<file path="src/rtl/game_pkg.sv">
// Shared game constants and types for sprite movers.
// Jerry's position and velocity widths live here.
package game_pkg;

  localparam int POS_W = 11;
  localparam int VEL_W = 6;

  localparam int unsigned JERRY_X_START  = 100;
  localparam int unsigned JERRY_X_MIN    = 0;
  localparam int unsigned JERRY_X_MAX    = 980;
  localparam int unsigned JERRY_GROUND_Y = 500;
  localparam int unsigned JERRY_Y_MIN    = 0;
  localparam int unsigned JERRY_STEP_X   = 4;
  localparam int unsigned JERRY_JUMP_V0  = 16;
  localparam int unsigned JERRY_GRAVITY  = 1;
  localparam int unsigned JERRY_V_MAX    = 16;

  typedef logic [POS_W-1:0] pos_t;
  typedef logic [VEL_W-1:0] vel_t;

  typedef enum logic [1:0] {
    STANDING = 2'd0,
    JUMP_UP  = 2'd1,
    FALL     = 2'd2
  } jerry_state_t;

  // One horizontal step with wall clamping; widened to 12 bits so it cannot wrap.
  function automatic pos_t step_x(input pos_t x, input logic left, input logic right,
                                  input int unsigned step, input int unsigned x_min,
                                  input int unsigned x_max);
    logic [POS_W:0] xe;
    xe = {1'b0, x};
    if (left && !right) begin
      return (xe < 12'(x_min + step)) ? pos_t'(x_min) : pos_t'(xe - 12'(step));
    end else if (right && !left) begin
      return ((xe + 12'(step)) > 12'(x_max)) ? pos_t'(x_max) : pos_t'(xe + 12'(step));
    end
    return x;
  endfunction

endpackage

</file>
<file path="src/rtl/frame_tick.sv">
// Rising-edge detector on vertical blank; one-cycle tick per frame.
module frame_tick (
  input  logic clk_i,
  input  logic rst_i,
  input  logic level_i,
  output logic tick_o
);

  logic level_q;

  always_ff @(posedge clk_i or posedge rst_i) begin
    if (rst_i) level_q <= 1'b0;
    else       level_q <= level_i;
  end

  assign tick_o = level_i & ~level_q;

endmodule

</file>
<file path="src/rtl/jerry_ctl.sv">
// Jerry movement controller: per-frame horizontal stepping and jump/gravity FSM.
// state    | meaning
// STANDING | on the floor, jump request starts a rise
// JUMP_UP  | rising, velocity decays by gravity each frame
// FALL     | descending, velocity grows up to V_MAX until the floor
module jerry_ctl import game_pkg::*; #(
  parameter int unsigned X_START  = JERRY_X_START,
  parameter int unsigned X_MIN    = JERRY_X_MIN,
  parameter int unsigned X_MAX    = JERRY_X_MAX,
  parameter int unsigned GROUND_Y = JERRY_GROUND_Y,
  parameter int unsigned Y_MIN    = JERRY_Y_MIN,
  parameter int unsigned STEP_X   = JERRY_STEP_X,
  parameter int unsigned JUMP_V0  = JERRY_JUMP_V0,
  parameter int unsigned GRAVITY  = JERRY_GRAVITY,
  parameter int unsigned V_MAX    = JERRY_V_MAX
) (
  input  logic        clk_i,
  input  logic        rst_i,
  input  logic        vblnk_i,
  input  logic        left_i,
  input  logic        right_i,
  input  logic        jump_i,
  input  logic        freeze_i,
  output logic [10:0] jerry_x_o,
  output logic [10:0] jerry_y_o,
  output logic        airborne_o
);

  logic         tick;
  logic         upd;
  jerry_state_t state_q, state_d;
  pos_t         x_q, x_d;
  pos_t         y_q, y_d;
  vel_t         vel_q, vel_d;

  logic [POS_W:0]   y_ext;
  logic [POS_W:0]   vel_ext;
  logic [POS_W:0]   y_fall;
  logic [VEL_W:0]   vel_inc;
  vel_t             vel_fall;

  frame_tick u_frame_tick (
    .clk_i  (clk_i),
    .rst_i  (rst_i),
    .level_i(vblnk_i),
    .tick_o (tick)
  );

  // Pause freezes everything except the vblank edge tracker inside frame_tick.
  assign upd = tick & ~freeze_i;

  always_ff @(posedge clk_i or posedge rst_i) begin
    if (rst_i) begin
      state_q <= STANDING;
      x_q     <= pos_t'(X_START);
      y_q     <= pos_t'(GROUND_Y);
      vel_q   <= '0;
    end else if (upd) begin
      state_q <= state_d;
      x_q     <= x_d;
      y_q     <= y_d;
      vel_q   <= vel_d;
    end
  end

  always_comb begin
    x_d = step_x(x_q, left_i, right_i, STEP_X, X_MIN, X_MAX);
  end

  always_comb begin
    state_d  = state_q;
    y_d      = y_q;
    vel_d    = vel_q;
    y_ext    = {1'b0, y_q};
    vel_ext  = {{(POS_W + 1 - VEL_W){1'b0}}, vel_q};
    vel_inc  = {1'b0, vel_q} + 7'(GRAVITY);
    vel_fall = (vel_inc > 7'(V_MAX)) ? vel_t'(V_MAX) : vel_inc[VEL_W-1:0];
    y_fall   = y_ext + {{(POS_W + 1 - VEL_W){1'b0}}, vel_fall};
    unique case (state_q)
      STANDING: begin
        if (jump_i) begin
          state_d = JUMP_UP;
          vel_d   = vel_t'(JUMP_V0);
        end
      end
      JUMP_UP: begin
        // Compare as y < Y_MIN + vel so the subtraction never underflows.
        if (y_ext < (12'(Y_MIN) + vel_ext)) begin
          y_d     = pos_t'(Y_MIN);
          vel_d   = '0;
          state_d = FALL;
        end else begin
          y_d = y_q - {{(POS_W - VEL_W){1'b0}}, vel_q};
          if (vel_q <= vel_t'(GRAVITY)) begin
            vel_d   = '0;
            state_d = FALL;
          end else begin
            vel_d = vel_q - vel_t'(GRAVITY);
          end
        end
      end
      FALL: begin
        if (y_fall >= 12'(GROUND_Y)) begin
          y_d     = pos_t'(GROUND_Y);
          vel_d   = '0;
          state_d = STANDING;
        end else begin
          y_d   = y_fall[POS_W-1:0];
          vel_d = vel_fall;
        end
      end
      default: begin
        y_d     = pos_t'(GROUND_Y);
        vel_d   = '0;
        state_d = STANDING;
      end
    endcase
  end

  always_comb begin
    jerry_x_o  = x_q;
    jerry_y_o  = y_q;
    airborne_o = (state_q != STANDING);
  end

endmodule
</file>
<file path="config.mk">
export PLATFORM = sky130hd
export DESIGN_NAME = jerry_ctl
export DESIGN_NICKNAME = d
export VERILOG_FILES = /design/src/rtl/game_pkg.sv /design/src/rtl/frame_tick.sv /design/src/rtl/jerry_ctl.sv
export SDC_FILE = /design/constraint.sdc
export NUM_CORES = 1
export LEC_CHECK = 0
export CAP_MARGIN = 20
export CELL_PAD_IN_SITES_DETAIL_PLACEMENT = 1
export CELL_PAD_IN_SITES_GLOBAL_PLACEMENT = 1
export CORE_ASPECT_RATIO = 1.5
export CORE_UTILIZATION = 39
export CTS_CLUSTER_DIAMETER = 150
export DETAILED_ROUTE_END_ITERATION = 8
export PLACE_DENSITY_LB_ADDON = 0.25
export SYNTH_ARGS = -nofsm -noshare
export SYNTH_HDL_FRONTEND = slang
export SYNTH_SLANG_ARGS = --single-unit
</file>
<file path="constraint.sdc">
create_clock -name clk_i -period 3.35 [get_ports clk_i]
set_clock_uncertainty 0.2 [all_clocks]
set_input_delay 0.67 -clock clk_i [delete_from_list [all_inputs] [get_ports clk_i]]
set_output_delay 0.67 -clock clk_i [all_outputs]
set_load 0.01 [all_outputs]
</file>
==> impl_metrics.yaml, run 1 <==
outcome:
  outcome: "finished, violations left"
  failed_checks: "setup timing"
die:
  die-height_um: 111
  floorplan.rows: 39
  initial_core_util_pct: 40.4
  dieWidth_um: 74.5
  core_area_mm2: 0.00761
  area_of_the_die_mm2: 0.00824
  ios: 30
logic_synthesis:
  yosys.cell_count.top_type: "sky130_fd_sc_hd__nor2_1"
  ys_seq_elements: 29
  distinct_cell_type_count_after_synthesis: 72
  yosys.area.top_type_share_pct: 16.3
  yosysSeqAreaShare_pct: 24.0
  post_synth_main_area_contributors: "sky130_fd_sc_hd__dfrtp_1, sky130_fd_sc_hd__ha_1, sky130_fd_sc_hd__dfstp_2"
  yosysWarningCount: 0
  synth.avg_cell_area_um2: 7.80
  yosys-top-cells-count: "sky130_fd_sc_hd__nor2_1, sky130_fd_sc_hd__o21ai_0, sky130_fd_sc_hd__nand2_1, sky130_fd_sc_hd__inv_1, sky130_fd_sc_hd__ha_1"
  synth_async_sr_flop_share_pct: 100
  synthesis.area_mm2: 0.00307
  ys_dominant_reg_cell: "sky130_fd_sc_hd__dfrtp_1"
  yosysTopAreaCell: "sky130_fd_sc_hd__dfrtp_1"
  number_of_synthesized_flops_with_an_enable_pin: 0
  postSynthCellCount: 394
detailed_routing:
  detail_route.wirelength_mm: 11.6
  drt-wirelength-per-cell_um: 20.3
  route.detailed.drc: 0
  routed_via_density: 6.11
  detailroute.via_count: 3477
  drt_iter0_markers: 110
  dr.pass1.iters: 5
  final_antenna_net_count: 0
global_routing:
  grt_pass1_vias: 3778
  grt_overflow_total: 0
  grt_pass1_wl_mm: 18.7
  antenna_found_initial: 0
  grt_start_max_net_pins: 30
  global_route.usage.total_pct: 29.6
clock_tree:
  clock_insertion_delay_at_the_later_pin_of_the_skew_report_ns: 0.28
  cts_sinks: 29
  cts_htree_levels: 2
  cts.clk_slew.worst_paths_ns: 0.06
  cts_hold_repair.buffers: 0
  cts_buffer_depth: 2
  tritoncts: "done"
  cts-buffers-inserted: 5
  cts-root-buf: "sky130_fd_sc_hd__clkbuf_16"
hold_path:
  min_delay_path_depth: 2
  timing.hold.worst.class: "flip-flop to flip-flop"
critical_path:
  startpoint_type: "flip-flop"
  worstRegToRegCells: 18
  worst-setup-path-type: "flip-flop to flip-flop"
  critical_path.endpoint_type: "flip-flop"
  worst-endpoint-arrival_ns: 3.65
  worst_path_largest_cell_delay_ns: 0.41
  crit_chain: "ha_4, nand2_2, nor2_4, nand3_1, o21ai_1, nand2_1, nor2_1, ha_2, inv_1, fa_2, nor2b_4, o31ai_2, xnor2_1, o2111a_1, a311oi_4, buf_4, nor2_4, mux2_4"
  timing.critical_path.required_ns: 3.32
  cp_max_fo: 4
  crit_top_cell: "sky130_fd_sc_hd__nor2_4"
  crit_slowest_cell: "sky130_fd_sc_hd__dfrtp_2"
  reg2reg_slack_ns: -0.33
place:
  hpwlAfterDp_mm: 8.38
  detailed_place.area_mm2: 0.00381
  place_congestion: 0.904
  count_of_port_buffers_added_during_placement: 27
timing:
  min_period_over_period_pct: 110
  worst-slew-pin-transition_ns: 0.770
  finalSetupViolations: 13
  final-hold-violation-count: 0
  least_setup_slack_across_all_paths_after_layout_ns: -0.334
  grt_setup_unrepaired: "yes"
  time_the_worst_path_needs_with_i_o_delays_and_setup_ns: 3.68
  slew-limit-headroom_pct: 48.1
  slew_viol_final: 0
  max_freq_mhz: 271
cells_and_area:
  filler_cell_count: 935
  fraction_of_layout_instances_using_a_drive_strength_above_1_pct: 25.3
  nNetsFinal: 500
  area_delta_synth_final_pct: 37.2
  antenna_diode_count: 0
  final_design_area_no_fill_mm2: 0.00421
pwr:
  vdd_ir_drop_max_uv: 712
  cellLeakagePower_nw: 1.71
  power_mw: 4.36
  powerDensity_mw_per_mm2: 1040
job:
  cap_violations: 0
timing repair:
item | in CTS | in global routing
pin swaps | 18 | 18
resized for setup | 24 | 12
setup endpoints to repair | 16 | 15
setup buffers | 14 | 0
cell usage in the layout, fill, tap and decap left out, types with 6 or more instances in the layout:
| master | Yosys | routed |
|---|---|---|
| sky130_fd_sc_hd__a21oi_1 | 23 | 20 |
| sky130_fd_sc_hd__a31oi_1 | 9 | 9 |
| sky130_fd_sc_hd__buf_4 | 2 | 52 |
| sky130_fd_sc_hd__clkdlybuf4s50_1 | 0 | 27 |
| sky130_fd_sc_hd__dfrtp_1 | 20 | 18 |
| sky130_fd_sc_hd__dfstp_2 | 9 | 9 |
| sky130_fd_sc_hd__ha_1 | 25 | 20 |
| sky130_fd_sc_hd__inv_1 | 30 | 28 |
| sky130_fd_sc_hd__nand2_1 | 32 | 30 |
| sky130_fd_sc_hd__nand2b_1 | 7 | 6 |
| sky130_fd_sc_hd__nand3_1 | 16 | 14 |
| sky130_fd_sc_hd__nor2_1 | 37 | 34 |
| sky130_fd_sc_hd__nor3_1 | 11 | 11 |
| sky130_fd_sc_hd__o21ai_0 | 36 | 34 |
| sky130_fd_sc_hd__xnor2_1 | 8 | 8 |
where the power goes:
group          total (mW)  switching [mW]  internal, mW
logic                3.07            1.63          1.44
registers           0.849           0.323         0.527
clock network       0.449           0.177         0.272
state kept, by name (all words and copies together), names as in the netlist:
register and count:
jerry_x_o 9, state_q 2, u_frame_tick.level_q 1, vel_q 6
jerry_y_o 11
layer usage:
layer / part of all wire, % / global-route usage [%] / vias up
met5: 0 / 0 / -
met4: 5.1 / 15.7 / 0
met3: 1.9 / 2.45 / 44
met2: 59 / 58.1 / 88
met1: 34 / 28.2 / 1746
li1: - / - / 1599
path summary, 6_finish.rpt:
check,start,end
max,vel_q[0]$_DFFE_PP0P_,state_q[0]$_DFFE_PP0P_
min,jerry_y_o[5]$_DFFE_PP1P_,jerry_y_o[5]$_DFFE_PP1P_
max reg2reg,vel_q[0]$_DFFE_PP0P_,state_q[0]$_DFFE_PP0P_
min reg2reg,jerry_y_o[5]$_DFFE_PP1P_,jerry_y_o[5]$_DFFE_PP1P_
max in group asynchronous,rst_i,jerry_x_o[6]$_DFFE_PP1P_
min in group asynchronous,rst_i,jerry_x_o[10]$_DFFE_PP0P_
layout make-up:
cell class / instances / area [um2] / share of cell area, %
multi-input combinational: 317 / 2390 / 56.6
sequential: 29 / 739 / 17.5
clock buffer: 5 / 125 / 2.97
inverter: 30 / 113 / 2.67
tap: 102 / 128 / 3.03
clock inverter: 3 / 17.5 / 0.416
timing repair buffer: 83 / 706 / 16.7
logic make-up (layout without fill, tap and decap cells):
kind of cell             count (synthesis)  in the layout  share of synthesized area [%]
AO/OA/AOI/OAI                          132            132                           30.2
AND/OR/NAND/NOR                        140            140                           23.1
XOR/XNOR                                10             10                           2.85
adder cells (fa/ha/maj)                 27             27                           11.5
flip-flops                              29             29                           24.0
buffers and inverters                   50            121                           6.39
multiplexers                             5              5                           1.79
other                                    1              3                          0.122
worst max-delay path, delay by kind of cell, from the launching register on:
family / cells / cell delay, ns
xor+xnor: 1 / 0.15
flops: 1 / 0.41
compound gates: 4 / 0.75
buf+inv: 2 / 0.25
simple gates: 7 / 0.79
fa+ha+maj: 3 / 0.73
mux: 1 / 0.29
metrics by stage:
step	hold WS, ns	setup TNS [ns]	util [%]	worst slack (ns)	instances
after floorplan	0.321	-0.0975	-	-0.0907	396
after global placement	0.318	-1.09	50.0	-0.204	548
after detailed placement	0.330	-3.27	50.0	-0.382	548
after CTS	0.338	-1.86	54.6	-0.254	569
after global routing	0.357	-4.19	55.4	-0.438	569
final	0.350	-2.62	55.4	-0.334	569
Note: power is estimated with default switching activity, not from simulation.
==> inputs of run 2 (changes only) <==
--- a/config.mk
+++ b/config.mk
@@ -13,6 +13,7 @@
 export CTS_CLUSTER_DIAMETER = 150
 export DETAILED_ROUTE_END_ITERATION = 8
 export PLACE_DENSITY_LB_ADDON = 0.25
+export SKIP_CTS_REPAIR_TIMING = 1
 export SYNTH_ARGS = -nofsm -noshare
 export SYNTH_HDL_FRONTEND = slang
 export SYNTH_SLANG_ARGS = --single-unit
==> run 2 against run 1 <==
The flow still finishes with violations (setup timing). Combinational power down 7.2%. Global-route usage down 1.8 points. Register-to-register slack better by 0.02 ns. First-iteration DRC count decreased by 2.7%.
==> impl_metrics.yaml, run 2 (synthesis results as in run 1) <==
hold_path:
  hold-path-endpoint: "jerry_y_o[4]$_DFFE_PP1P_"
  min_delay_path_depth: 2
  timing.hold.worst.class: "flip-flop to flip-flop"
  timing.hold.worst.start: "jerry_y_o[4]$_DFFE_PP1P_"
cells_and_area:
  final_design_area_no_fill_mm2: 0.00408
  area_delta_synth_final_pct: 32.7
  layout_common_cells: "sky130_fd_sc_hd__buf_4, sky130_fd_sc_hd__o21ai_0, sky130_fd_sc_hd__nor2_1"
  largest_reg_flops: 11
  final_cell_count_no_fill: 562
  antenna_diode_count: 0
  nNetsFinal: 493
  filler_cell_count: 953
  fraction_of_layout_instances_using_a_drive_strength_above_1_pct: 23.0
  final_common_cell: "sky130_fd_sc_hd__buf_4"
detailed_routing:
  route.detailed.drc: 0
  dr.pass1.iters: 4
  drt-wirelength-per-cell_um: 19.5
  detailroute.via_count: 3365
  final_antenna_net_count: 0
  detail_route.wirelength_mm: 11.0
  drt_iter0_markers: 107
  routed_via_density: 5.99
critical_path:
  critical_path.endpoint_type: "flip-flop"
  startpoint_type: "flip-flop"
  r2r-start: "vel_q[1]$_DFFE_PP0P_"
  critical-path-top-delay-family: "simple AND/OR/NAND/NOR gates"
  reg2reg_slack_ns: -0.32
  worst_path_largest_cell_delay_ns: 0.43
  crit_slowest_cell: "sky130_fd_sc_hd__dfrtp_2"
  worst-setup-path-type: "flip-flop to flip-flop"
  worstRegToRegCells: 18
  cp_max_fo: 7
  worstReg2RegEnd: "state_q[0]$_DFFE_PP0P_"
  timing.critical_path.required_ns: 3.32
  worst_path_buf_inv: 2
  worst-endpoint-arrival_ns: 3.63
  crit_chain: "ha_4, nand2_2, nor2_2, nand3_1, o21ai_0, nand2_1, nor2_1, ha_2, inv_1, fa_2, nor2b_4, o31ai_2, xnor2_1, o2111a_1, a311oi_4, buf_6, nor2_4, mux2_4"
clock_tree:
  cts_buffer_depth: 2
  cts-root-buf: "sky130_fd_sc_hd__clkbuf_16"
  cts_htree_levels: 2
  cts_sinks: 29
  tritoncts: "done"
  cts-buffers-inserted: 5
  clock_insertion_delay_at_the_later_pin_of_the_skew_report_ns: 0.28
  cts.clk_slew.worst_paths_ns: 0.06
timing:
  slew_viol_final: 0
  final-hold-violation-count: 0
  finalSetupViolations: 13
  time_the_worst_path_needs_with_i_o_delays_and_setup_ns: 3.67
  grt_setup_unrepaired: "yes"
  slew-limit-headroom_pct: 48.5
  min_period_over_period_pct: 109
  worst-slew-pin-transition_ns: 0.764
  max_freq_mhz: 273
  least_setup_slack_across_all_paths_after_layout_ns: -0.318
die:
  floorplan.rows: 39
  die-height_um: 111
  dieWidth_um: 74.5
  ios: 30
  core_area_mm2: 0.00761
  initial_core_util_pct: 40.4
  area_of_the_die_mm2: 0.00824
place:
  hpwlAfterDp_mm: 8.38
  post-place-cells: 548
  place_congestion: 0.904
  detailed_place.area_mm2: 0.00381
  count_of_port_buffers_added_during_placement: 27
global_routing:
  global_route.usage.total_pct: 27.8
  grt_start_max_net_pins: 30
  grt_pass1_wl_mm: 17.5
  grt_pass1_vias: 3583
  antenna_found_initial: 0
  grt_overflow_total: 0
outcome:
  outcome: "finished, violations left"
  failed_checks: "setup timing"
pwr:
  powerDensity_mw_per_mm2: 1020
  cellLeakagePower_nw: 1.65
  vdd_ir_drop_max_uv: 714
job:
  cap_violations: 0
-- run 2: final cells by class --
type | count | area, um2 | area share [%]
inverter | 30 | 113 | 2.76
sequential | 29 | 739 | 18.1
tap | 102 | 128 | 3.13
clock inverter | 3 | 17.5 | 0.430
multi-input combinational | 317 | 2310 | 56.7
timing repair buffer | 76 | 642 | 15.8
clock buffer | 5 | 125 | 3.07
-- run 2: routing by layer --
layer | wire [um] | up-vias | GRT usage [%]
met1 | 3820 | 1673 | 26.9
met5 | 0 | - | 0
li1 | - | 1584 | -
met4 | 497 | 0 | 13.3
met2 | 6460 | 72 | 54.5
met3 | 191 | 36 | 2.64
-- run 2: per-stage QoR --
step,utilization [%],worst slack (ns),TNS [ns],total power [mW],hold WS (ns)
floorplan,-,-0.0907,-0.0975,2.45,0.321
global placement,50.0,-0.204,-1.09,3.45,0.318
detailed placement,50.0,-0.382,-3.27,3.54,0.330
CTS,51.9,-0.423,-3.89,4.01,0.338
global route,53.5,-0.458,-4.56,4.44,0.352
finish,53.5,-0.318,-2.54,4.14,0.337
-- run 2: worst max-delay path by stage --
stage,startpoint,to,cells past startpoint
3_3_place_gp,vel_q[1]$_DFFE_PP0P_,state_q[0]$_DFFE_PP0P_,16
2_1_floorplan,vel_q[0]$_DFFE_PP0P_,state_q[0]$_DFFE_PP0P_,17
6_report,vel_q[1]$_DFFE_PP0P_,state_q[0]$_DFFE_PP0P_,18
5_1_grt,vel_q[1]$_DFFE_PP0P_,jerry_y_o[1]$_DFFE_PP0P_,18
4_1_cts,vel_q[0]$_DFFE_PP0P_,state_q[0]$_DFFE_PP0P_,15
3_5_place_dp,vel_q[0]$_DFFE_PP0P_,state_q[0]$_DFFE_PP0P_,15
-- run 2: tightest hold or removal path, stage by stage (launching register included) --
cell and delay, ns:
sky130_fd_sc_hd__dfstp_2 0.39, sky130_fd_sc_hd__nor2_1 0.10, sky130_fd_sc_hd__a21oi_1 0.05
-- run 2: report_power, final --
group / switching [mW] / leakage [nW] / internal (mW)
logic: 1.51 / 1.24 / 1.34
clock network: 0.173 / 0.0696 / 0.272
registers: 0.324 / 0.343 / 0.527
total: 2.01 / 1.65 / 2.14
